$ cat src/rtl/axi_rd_arbiter.sv
// Two-requester AXI4 read arbiter: ICACHE (m0) and DCACHE (m1) share one read channel.
// Round-robin address grant, one burst in flight, R channel locked to the winner until RLAST.
module axi_rd_arbiter #(
    parameter int ADDR_WIDTH   = 32,
    parameter int DATA_WIDTH   = 32,
    parameter int AXI_ID_WIDTH = 4,
    parameter int LEN_WIDTH    = 8
) (
    input  logic                    clk,
    input  logic                    rst_n,
    // requester 0 (ICACHE refill)
    input  logic                    m0_arvalid,
    output logic                    m0_arready,
    input  logic [ADDR_WIDTH-1:0]   m0_araddr,
    input  logic [LEN_WIDTH-1:0]    m0_arlen,
    output logic                    m0_rvalid,
    input  logic                    m0_rready,
    output logic [DATA_WIDTH-1:0]   m0_rdata,
    output logic [1:0]              m0_rresp,
    output logic                    m0_rlast,
    // requester 1 (DCACHE refill)
    input  logic                    m1_arvalid,
    output logic                    m1_arready,
    input  logic [ADDR_WIDTH-1:0]   m1_araddr,
    input  logic [LEN_WIDTH-1:0]    m1_arlen,
    output logic                    m1_rvalid,
    input  logic                    m1_rready,
    output logic [DATA_WIDTH-1:0]   m1_rdata,
    output logic [1:0]              m1_rresp,
    output logic                    m1_rlast,
    // memory side
    output logic                    axi_arvalid,
    input  logic                    axi_arready,
    output logic [ADDR_WIDTH-1:0]   axi_araddr,
    output logic [LEN_WIDTH-1:0]    axi_arlen,
    output logic [2:0]              axi_arsize,
    output logic [1:0]              axi_arburst,
    output logic [AXI_ID_WIDTH-1:0] axi_arid,
    input  logic                    axi_rvalid,
    output logic                    axi_rready,
    input  logic [DATA_WIDTH-1:0]   axi_rdata,
    input  logic [1:0]              axi_rresp,
    input  logic                    axi_rlast,
    output logic                    len_err
);

    localparam logic [1:0] S_IDLE = 2'd0;
    localparam logic [1:0] S_ADDR = 2'd1;
    localparam logic [1:0] S_DATA = 2'd2;

    localparam logic [2:0] AXI_SIZE_4B    = 3'b010;
    localparam logic [1:0] AXI_BURST_INCR = 2'b01;

    logic [1:0]            state;
    logic                  grant;
    logic                  rr_ptr;
    logic                  live;
    logic [ADDR_WIDTH-1:0] addr_q;
    logic [LEN_WIDTH-1:0]  len_q;
    logic [LEN_WIDTH-1:0]  beat_cnt;

    logic winner;
    logic in_idle;
    logic in_data;
    logic req_hs;
    logic beat;
    logic len_bad;

    // live keeps both arready outputs low while reset is held, without using
    // rst_n itself as a data signal.
    assign in_idle = (state == S_IDLE) && live;
    assign in_data = (state == S_DATA);

    // Tie goes to rr_ptr; a lone requester always wins.
    assign winner = (m0_arvalid && m1_arvalid) ? rr_ptr : m1_arvalid;
    assign req_hs = in_idle && (m0_arvalid || m1_arvalid);

    assign m0_arready = in_idle && m0_arvalid && !winner;
    assign m1_arready = in_idle && m1_arvalid &&  winner;

    assign axi_arvalid = (state == S_ADDR);
    assign axi_araddr  = addr_q;
    assign axi_arlen   = len_q;
    assign axi_arsize  = AXI_SIZE_4B;
    assign axi_arburst = AXI_BURST_INCR;
    assign axi_arid    = {{(AXI_ID_WIDTH-1){1'b0}}, grant};

    // R channel: data bus is shared, only the granted requester sees rvalid.
    assign m0_rvalid  = in_data && !grant && axi_rvalid;
    assign m1_rvalid  = in_data &&  grant && axi_rvalid;
    assign m0_rdata   = axi_rdata;
    assign m1_rdata   = axi_rdata;
    assign m0_rresp   = axi_rresp;
    assign m1_rresp   = axi_rresp;
    assign m0_rlast   = axi_rlast;
    assign m1_rlast   = axi_rlast;
    assign axi_rready = in_data && (grant ? m1_rready : m0_rready);

    assign beat    = axi_rvalid && axi_rready;
    assign len_bad = axi_rlast ? (beat_cnt != len_q) : (beat_cnt == len_q);

    always_ff @(posedge clk or negedge rst_n) begin
        if (!rst_n) begin
            state    <= S_IDLE;
            grant    <= 1'b0;
            rr_ptr   <= 1'b0;
            live     <= 1'b0;
            addr_q   <= '0;
            len_q    <= '0;
            beat_cnt <= '0;
            len_err  <= 1'b0;
        end else begin
            live <= 1'b1;
            case (state)
                S_IDLE: begin
                    if (req_hs) begin
                        grant  <= winner;
                        addr_q <= winner ? m1_araddr : m0_araddr;
                        len_q  <= winner ? m1_arlen  : m0_arlen;
                        state  <= S_ADDR;
                    end
                end
                S_ADDR: begin
                    if (axi_arready) begin
                        beat_cnt <= '0;
                        state    <= S_DATA;
                    end
                end
                S_DATA: begin
                    if (beat) begin
                        beat_cnt <= beat_cnt + 1'b1;
                        if (len_bad)
                            len_err <= 1'b1;
                        // the slave's RLAST is authoritative for ending the burst
                        if (axi_rlast) begin
                            rr_ptr <= ~grant;
                            state  <= S_IDLE;
                        end
                    end
                end
                default: state <= S_IDLE;
            endcase
        end
    end

endmodule

$ cat config.mk
export PLATFORM = sky130hd
export DESIGN_NAME = axi_rd_arbiter
export DESIGN_NICKNAME = d
export VERILOG_FILES = /design/src/rtl/axi_rd_arbiter.sv
export SDC_FILE = /design/constraint.sdc
export NUM_CORES = 1
export LEC_CHECK = 0
export ABC_AREA = 1
export CORE_MARGIN = 2
export CORE_UTILIZATION = 30
export CTS_BUF_LIST = sky130_fd_sc_hd__clkbuf_16
export DETAILED_ROUTE_END_ITERATION = 8
export PLACE_DENSITY = 0.81
export SLEW_MARGIN = 20
export SYNTH_ARGS = -nofsm -noshare
export SYNTH_HDL_FRONTEND = slang
export SYNTH_SLANG_ARGS = --single-unit
$ cat constraint.sdc
create_clock -name clk -period 1.29 [get_ports clk]
set_input_delay 0.129 -clock clk [delete_from_list [all_inputs] [get_ports clk]]
set_output_delay 0.129 -clock clk [all_outputs]
set_load 0.02 [all_outputs]
==> results of run 1 <==
worst max-delay path, cell delays in order (launching register included):
cell      delay, ps
dfrtp_1         430
inv_2           100
nand3_4          90
or2_4           310
clkinv_8         90
buf_12          130
o21ai_1          90
o21ai_2         120
per-layer routing:
layer	global-route usage (%)	part of all wire (%)
met3	5.02	7.8
met4	3.90	1.1
met5	0	0
met2	26.4	52
met1	16.7	39
synth_stat cells, drive strengths merged (2+ instances only):
cell type	number	area (um^2)
buf	90	711
clkbuf	6	23.8
conb	2	7.51
dfrtp	54	1350
inv	23	86.3
nand2	75	312
nand3	8	45.0
nor2	51	199
nor3	2	10.0
o21ai	86	599
o22ai	6	68.8
xnor2	3	26.3
xor2	3	26.3
flip-flops by register name, summed over array words and instances, names as in the netlist:
register,count
axi_araddr,32
axi_arlen,8
beat_cnt,8
state,2
grant,1
len_err,1
live,1
rr_ptr,1
timing repair:
| item | 4_1_cts | 5_1_grt |
|---|---|---|
| endpoints found under the setup margin | 103 | 60 |
| endpoints found under the hold margin | 54 | 0 |
| buffers inserted | 2 | 7 |
| gates resized for setup | 120 | 54 |
| hold buffers | 1 | 0 |
| gates cloned | 2 | 1 |
| pin swaps | 6 | 19 |
cell families (layout without fill, tap and decap cells):
group | after synthesis | count (layout) | share of synthesized area, %
AND/OR/NAND/NOR | 139 | 140 | 16.7
AO/OA/AOI/OAI | 95 | 95 | 19.5
flip-flops | 54 | 54 | 38.3
other | 2 | 9 | 0.213
buffers and inverters | 120 | 203 | 23.5
XOR/XNOR | 6 | 6 | 1.49
adder cells (fa/ha/maj) | 1 | 1 | 0.354
power breakdown:
group	switching (mW)	internal [mW]	leakage, nW
Sequential	0.567	2.43	0.669
Combinational	3.04	2.39	1.54
Clock	0.665	0.745	0.0763
final timing paths:
path                          startpoint        endpoint  slack [ps]  depth (start not counted)
setup / recovery                state[0]  axi_araddr[15]        -150                          7
hold / removal             axi_rdata[30]    m0_rdata[30]         260                          0
setup reg to reg                state[0]  axi_araddr[15]        -150                          7
hold reg to reg                  len_err         len_err         460                          2
max in group asynchronous          rst_n           grant         670                          3
min in group asynchronous          rst_n     beat_cnt[4]         350                          3
layout make-up:
type,count,area [um^2]
Fill cell,1088,6280
Timing Repair Buffer,171,1710
Multi-Input combinational cell,251,1690
Sequential cell,54,1350
Tap cell,143,179
Clock buffer,5,125
Inverter,24,105
Clock inverter,3,28.8
==> results.cfg, run 1 <==
[routing]
wire_per_inst_um = 14.8
drt_iter0_drc = 71
drt_pre_antenna_iters = 4
via_per_inst = 4.62
drc_errors = 0
finalWirelength_um = 9640
postRouteAntennaNets = 0
via_count = 3007

[cts]
cts_inserted_buffers = 5
clk_latency_ps = 300
h-tree-depth = 2
path_clk_slew_ps = 80
cts.path.max_buffers = 2
root_buffer = clkbuf_16
cts.sinks = 54
cts_tree = yes

[timing]
period_minus_slack_ps = 1440
setup_tns_ps = -5540
rsz0062_at_grt = true
finalSetupViolCount = 58
final-hold-violation-count = 0
fin_ws_ps = -147
period_share_pct = 111
fmax_mhz = 696
clock_skew_ps = 9.42
report.final.slew_viol_count = 0
holdWs_ps = 258

[die]
dieArea_um2 = 12600
die_y_um = 112
io_pins = 249
core_area_um2 = 11500
start_util_pct = 30.8
fp.dieW_um = 112
num_rows = 39

[logic_synthesis]
ys_seq_area_share_pct = 38.3
synth_edf_count = 0
synth-seq-cells = 54
avgSynthCellArea_um2 = 8.46
syn_inst = 417
yosys_warnings = 0
synthDistinctLibCells = 34
syn-cell-area_um2 = 3530
ys.flop_type = dfrtp_1
synthArstFlopShare_pct = 100

[finish]
stdcell_area_um2 = 5180
finalNetCount = 631
n_antenna_cell = 0
final_cell_mix = clkdlybuf4s50_1, o21ai_2, dfrtp_1, nand2_1, nor2_1
post-route-util_pct = 45.2
final_cells = 651
final_common_cell = clkdlybuf4s50_1
area_growth_pct = 46.9
final_layout_size_suffix_gt1_share_pct = 34.3

[worst_setup_path]
crit_arrival_ps = 1660
cp-end-kind = register
critPathRequiredTime_ps = 1520
crit_fanout = 13
crit_type = reg2reg
setup.worst_path.start_class = register

[global_routing]
overflow = 0
grt_max_degree = 55
grt_pass1_vias = 3118
grtUsageTotal_pct = 14.7
antenna_found_initial = 0
grt_pass1_wl_um = 15100

[power_and_ir_drop]
ir_drop_mv = 0.855
power_mw = 9.84
power.leakage_nw = 2.29
powerDensity_nw_per_um2 = 1900

[place]
routabilityCongestion = 0.844
port_buffers = 138
hpwl_um = 6910
place_ws_ps = -440
dpl.cell_count = 631
dpl_cell_area_um2 = 4610

[status]
violations = setup timing
status = complete, but fails checks

[worst_hold_path]
hp-class = in2out

[flow_run]
maxCapViolCount = 0
Power figures use the tool's default switching activity.
==> run 2, diff against run 1 <==
- CORE_UTILIZATION: 30 -> 32
- PLACE_DENSITY: 0.81 -> 0.85
==> run 2 against run 1 <==
Compared with the run above:
- the run still ends with setup timing left
- worst hold slack is essentially flat
- register-to-register slack gained 20 ps
- final cell count grew 0.15%
- die area shrank 6.0%
- global-route usage grew 2.2 points
- combinational power grew 3%
- wire length grew 2.6%
- via count grew 0.47%
- critical path type is now reg2out
==> results.cfg, run 2 (synthesis results as in run 1) <==
[status]
status = complete, but fails checks
violations = setup timing

[worst_hold_path]
hp-class = in2out

[cts]
path_clk_slew_ps = 80
clk_latency_ps = 290
h-tree-depth = 2
cts_tree = yes
cts.sinks = 54
cts.path.max_buffers = 2
root_buffer = clkbuf_16
cts_inserted_buffers = 5

[place]
hpwl_um = 6680
routabilityCongestion = 0.804
port_buffers = 138

[die]
dieArea_um2 = 11900
start_util_pct = 32.7
fp.dieW_um = 109
die_y_um = 109
io_pins = 249
num_rows = 38
core_area_um2 = 10800

[routing]
via_count = 3021
wire_per_inst_um = 15.2
drt_iter0_drc = 86
drc_errors = 0
via_per_inst = 4.63
postRouteAntennaNets = 0
finalWirelength_um = 9890
drt_pre_antenna_iters = 5

[worst_setup_path]
cp-end-kind = output pin
setup.worst_path.start_class = register
cp_slowest_cell = dfrtp_2
crit_family = flip-flops
crit_fanout = 3
crit_type = reg2out
crit_arrival_ps = 1330
path_buf_inv = 2
crit_chain = o21ai_4 -> inv_4 -> nor3_2 -> buf_4
critical-path-max-stage-delay_ps = 450
critPathRequiredTime_ps = 1160

[timing]
report.final.slew_viol_count = 0
period_minus_slack_ps = 1460
rsz0062_at_grt = true
fin_ws_ps = -169
final-hold-violation-count = 0
finalSetupViolCount = 56
clock_skew_ps = 4.96
holdWs_ps = 258
fmax_mhz = 685
period_share_pct = 113

[power_and_ir_drop]
p_seq_share_pct = 29.4
power.share.switching_pct = 42.0
internal_power_mw = 5.87
clockPowerShare_pct = 15.4
powerDensity_nw_per_um2 = 1920
power_frac_comb_pct = 55.2
ir_drop_mv = 0.977
switchingPower_mw = 4.26
power.leakage_nw = 2.33

[global_routing]
antenna_found_initial = 0
grt_max_degree = 55
grt_pass1_wl_um = 15800
grtUsageTotal_pct = 16.9
overflow = 0
grt_pass1_vias = 3317

[finish]
area_growth_pct = 49.7
largest_reg_flops = 32
n_antenna_cell = 0
final_common_cell = clkdlybuf4s50_1
final_cell_mix = clkdlybuf4s50_1, o21ai_2, nand2_1, dfrtp_1, nor2_1
post-route-util_pct = 49.0
final_layout_size_suffix_gt1_share_pct = 33.0
finalNetCount = 635
fill_cells = 996

[flow_run]
maxCapViolCount = 0
run 2: cell types whose count changed in the layout (fill, tap and decap cells not counted), moves of 3 or more:
cell / change
nand2_1: +9
nand2_2: -7
o21ai_1: -7
o21ai_4: +4
buf_16: +3
buf_8: +3
nand2_8: -3
run 2: worst paths after layout:
kind / to / from / slack, ps / cells after the start
max: m0_arready / rr_ptr / -170 / 4
min: m0_rdata[27] / axi_rdata[27] / 260 / 0
max reg2reg: axi_araddr[18] / state[1] / -130 / 8
min reg2reg: len_err / len_err / 460 / 2
max in group asynchronous: axi_araddr[31] / rst_n / 660 / 3
min in group asynchronous: beat_cnt[7] / rst_n / 360 / 3
run 2: routing by layer:
layer / wire, um / GRT usage (%) / vias to the layer above / share of wire (%)
li1: - / - / 1440 / -
met1: 4120 / 20.4 / 1462 / 42
met2: 5030 / 30.1 / 106 / 51
met3: 657 / 3.89 / 13 / 6.6
met4: 79 / 4.85 / 0 / 0.80
met5: 0 / 0 / - / 0
run 2: cell type report:
| class | instances | area (um^2) | area share, % |
|---|---|---|---|
| Clock inverter | 3 | 45.0 | 0.852 |
| Timing Repair Buffer | 175 | 1830 | 34.6 |
| Inverter | 24 | 100 | 1.89 |
| Multi-Input combinational cell | 251 | 1650 | 31.3 |
| Sequential cell | 54 | 1350 | 25.6 |
| Tap cell | 140 | 175 | 3.32 |
| Clock buffer | 5 | 125 | 2.37 |
run 2: repair_timing:
item                                    CTS  global route
pin swaps                                17            10
endpoints found under the hold margin    54             0
buffers inserted                         10             0
gates cloned                              6             0
endpoints found under the setup margin  102            59
hold buffers                              1             0
resized for setup                       159            16
run 2: stage by stage:
stage / instance area, um^2 / TNS, ps / instances / worst slack, ps / power (mW)
after floorplan: 3570 / -577 / 424 / -32.3 / 6.16
after global placement: 4580 / -15810 / 628 / -433 / 8.00
after detailed placement: 4580 / -18370 / 628 / -450 / 8.13
after CTS: 5210 / -4750 / 653 / -167 / 10.1
after global routing: 5280 / -9890 / 652 / -230 / 10.8
final: 5280 / -4720 / 652 / -169 / 10.1
run 2: power by group through the flow:
stage,sequential (mW),clock [mW],combinational [mW]
floorplan,3.68,0,2.48
global placement,2.99,0,5.01
detailed placement,3.03,0,5.10
CTS,2.99,1.61,5.54
global route,3.08,1.70,6.05
finish,2.97,1.56,5.59
==> run 3, diff against run 2 <==
- MAX_ROUTING_LAYER: unset -> met4
- TNS_END_PERCENT: unset -> 5
==> run 3 against run 2 <==
Compared with the run above:
- the flow still finishes with violations (setup timing)
- highest routed layer unchanged
- non-clock buffer count down 7
- worst setup slack improved by 58 ps
- core utilization down 3.5 points
- clock skew increased by 3.3 ps
- fmax up 4.2%
- combinational power is 10% lower
- final area is 7.1% lower
- critical path type is now reg2reg
- count of clock-buffer cells in the layout unchanged
- flip-flop and latch count did not move
- via count is 1.9% lower
- clock power about the same
- power down 6.2%
==> results.cfg, run 3 (synthesis results as in run 1) <==
[worst_setup_path]
path_buf_inv = 3
crit_type = reg2reg
cp-end-kind = register
critical-path-max-stage-delay_ps = 410
crit_family = flip-flops
crit_arrival_ps = 1630
cp_slowest_cell = dfrtp_1
setup.worst_path.start_class = register
critPathRequiredTime_ps = 1520
crit_chain = inv_2 -> nand3_4 -> or2_4 -> clkinv_8 -> clkbuf_16 -> o21ai_1 -> o21ai_2
crit_fanout = 8

[die]
die_y_um = 109
start_util_pct = 32.7
num_rows = 38
dieArea_um2 = 11900
io_pins = 249
fp.dieW_um = 109
core_area_um2 = 10800

[routing]
drc_errors = 0
drt_pre_antenna_iters = 4
finalWirelength_um = 9290
wire_per_inst_um = 14.4
postRouteAntennaNets = 0
via_count = 2965
drt_iter0_drc = 131
via_per_inst = 4.60

[place]
routabilityCongestion = 0.840
place_ws_ps = -474
dpl.cell_count = 630
dpl_cell_area_um2 = 4610
port_buffers = 138
hpwl_um = 6810

[global_routing]
overflow = 0
grtUsageTotal_pct = 15.9
grt_util_met1_pct = 19.6
grt_max_degree = 55
antenna_found_initial = 0
grt_pass1_wl_um = 14400
busiest_layer = met2
met3_usage_pct = 3.83
met2_usage_pct = 25.4
grt_pass1_vias = 3010

[finish]
final_cell_mix = clkdlybuf4s50_1, nand2_1, dfrtp_1, o21ai_2, nor2_1
final_cells = 644
fill_cells = 1006
final_layout_size_suffix_gt1_share_pct = 25.2
final_common_cell = clkdlybuf4s50_1
area_growth_pct = 39.1
largest_reg_flops = 32
n_antenna_cell = 0
stdcell_area_um2 = 4910
finalNetCount = 627

[cts]
cts_tree = yes
h-tree-depth = 2
cts.path.max_buffers = 2
root_buffer = clkbuf_16
cts_inserted_buffers = 5
cts.sinks = 54
clk_latency_ps = 290
path_clk_slew_ps = 70

[timing]
fin_ws_ps = -111
final-hold-violation-count = 0
rsz0062_at_grt = true
report.final.slew_viol_count = 0
finalSetupViolCount = 48
period_minus_slack_ps = 1400
period_share_pct = 109
clock_skew_ps = 8.23
fmax_mhz = 714

[status]
status = complete, but fails checks
violations = setup timing

[flow_run]
maxCapViolCount = 0

[power_and_ir_drop]
ir_drop_mv = 0.789
power.share.switching_pct = 42.0
clockPowerShare_pct = 16.2
power_frac_comb_pct = 52.7
switchingPower_mw = 3.99
power.leakage_nw = 2.23
internal_power_mw = 5.51
p_seq_share_pct = 31.2
powerDensity_nw_per_um2 = 1940

[worst_hold_path]
hp-class = in2out
[run 3: final timing paths]
kind                                from        endpoint  slack [ps]  cells past startpoint
min                        axi_rdata[30]    m0_rdata[30]         260                      0
max reg2reg                     state[0]  axi_araddr[25]        -110                      7
max in group asynchronous          rst_n          rr_ptr         660                      3
max                             state[0]  axi_araddr[25]        -110                      7
min reg2reg                      len_err         len_err         470                      2
min in group asynchronous          rst_n         len_err         360                      3
[run 3: layer usage]
layer	vias to the layer above	part of all wire, %
met5	-	0
met3	22	6.8
met2	128	48
li1	1425	-
met1	1390	43
met4	0	2.2
[run 3: metrics by stage]
step	power (mW)	util, %	TNS, ps	hold slack (ps)
2_1_floorplan	6.15	-	-711	-167
4_1_cts	9.36	44.2	-4380	258
3_5_place_dp	8.18	42.7	-19010	148
3_3_place_gp	8.07	42.7	-15910	149
6_report	9.50	45.5	-3930	258
5_1_grt	10.2	45.5	-8280	258
[run 3: layout make-up]
class	instances	area [um^2]	area share (%)
multi-input combinational	250	1450	29.6
clock inverter	3	41.3	0.841
clock buffer	5	125	2.55
timing repair buffer	168	1660	33.8
tap	140	175	3.57
sequential	54	1350	27.6
inverter	24	103	2.09
[run 3: what timing repair did]
item / CTS / global route
pin swaps: 2 / 4
hold buffers: 1 / 0
endpoints found under the hold margin: 54 / 0
setup buffers: 1 / 0
setup endpoints to repair: 103 / 59
gates cloned: 0 / 4
gates resized for setup: 92 / 15
[run 3: power groups by stage]
stage	combinational, mW	sequential [mW]	clock (mW)
final	5.01	2.96	1.53
after global routing	5.44	3.08	1.64
after CTS	4.81	2.98	1.58
after detailed placement	5.16	3.02	0
after global placement	5.07	3.00	0
after floorplan	2.46	3.68	0
[run 3: worst reg2reg max path: cells and delay by family (launching register included)]
family | cells | cell delay (ps)
AO/OA/AOI/OAI | 2 | 190
AND/OR/NAND/NOR | 2 | 390
buffers and inverters | 3 | 340
flip-flops | 1 | 410
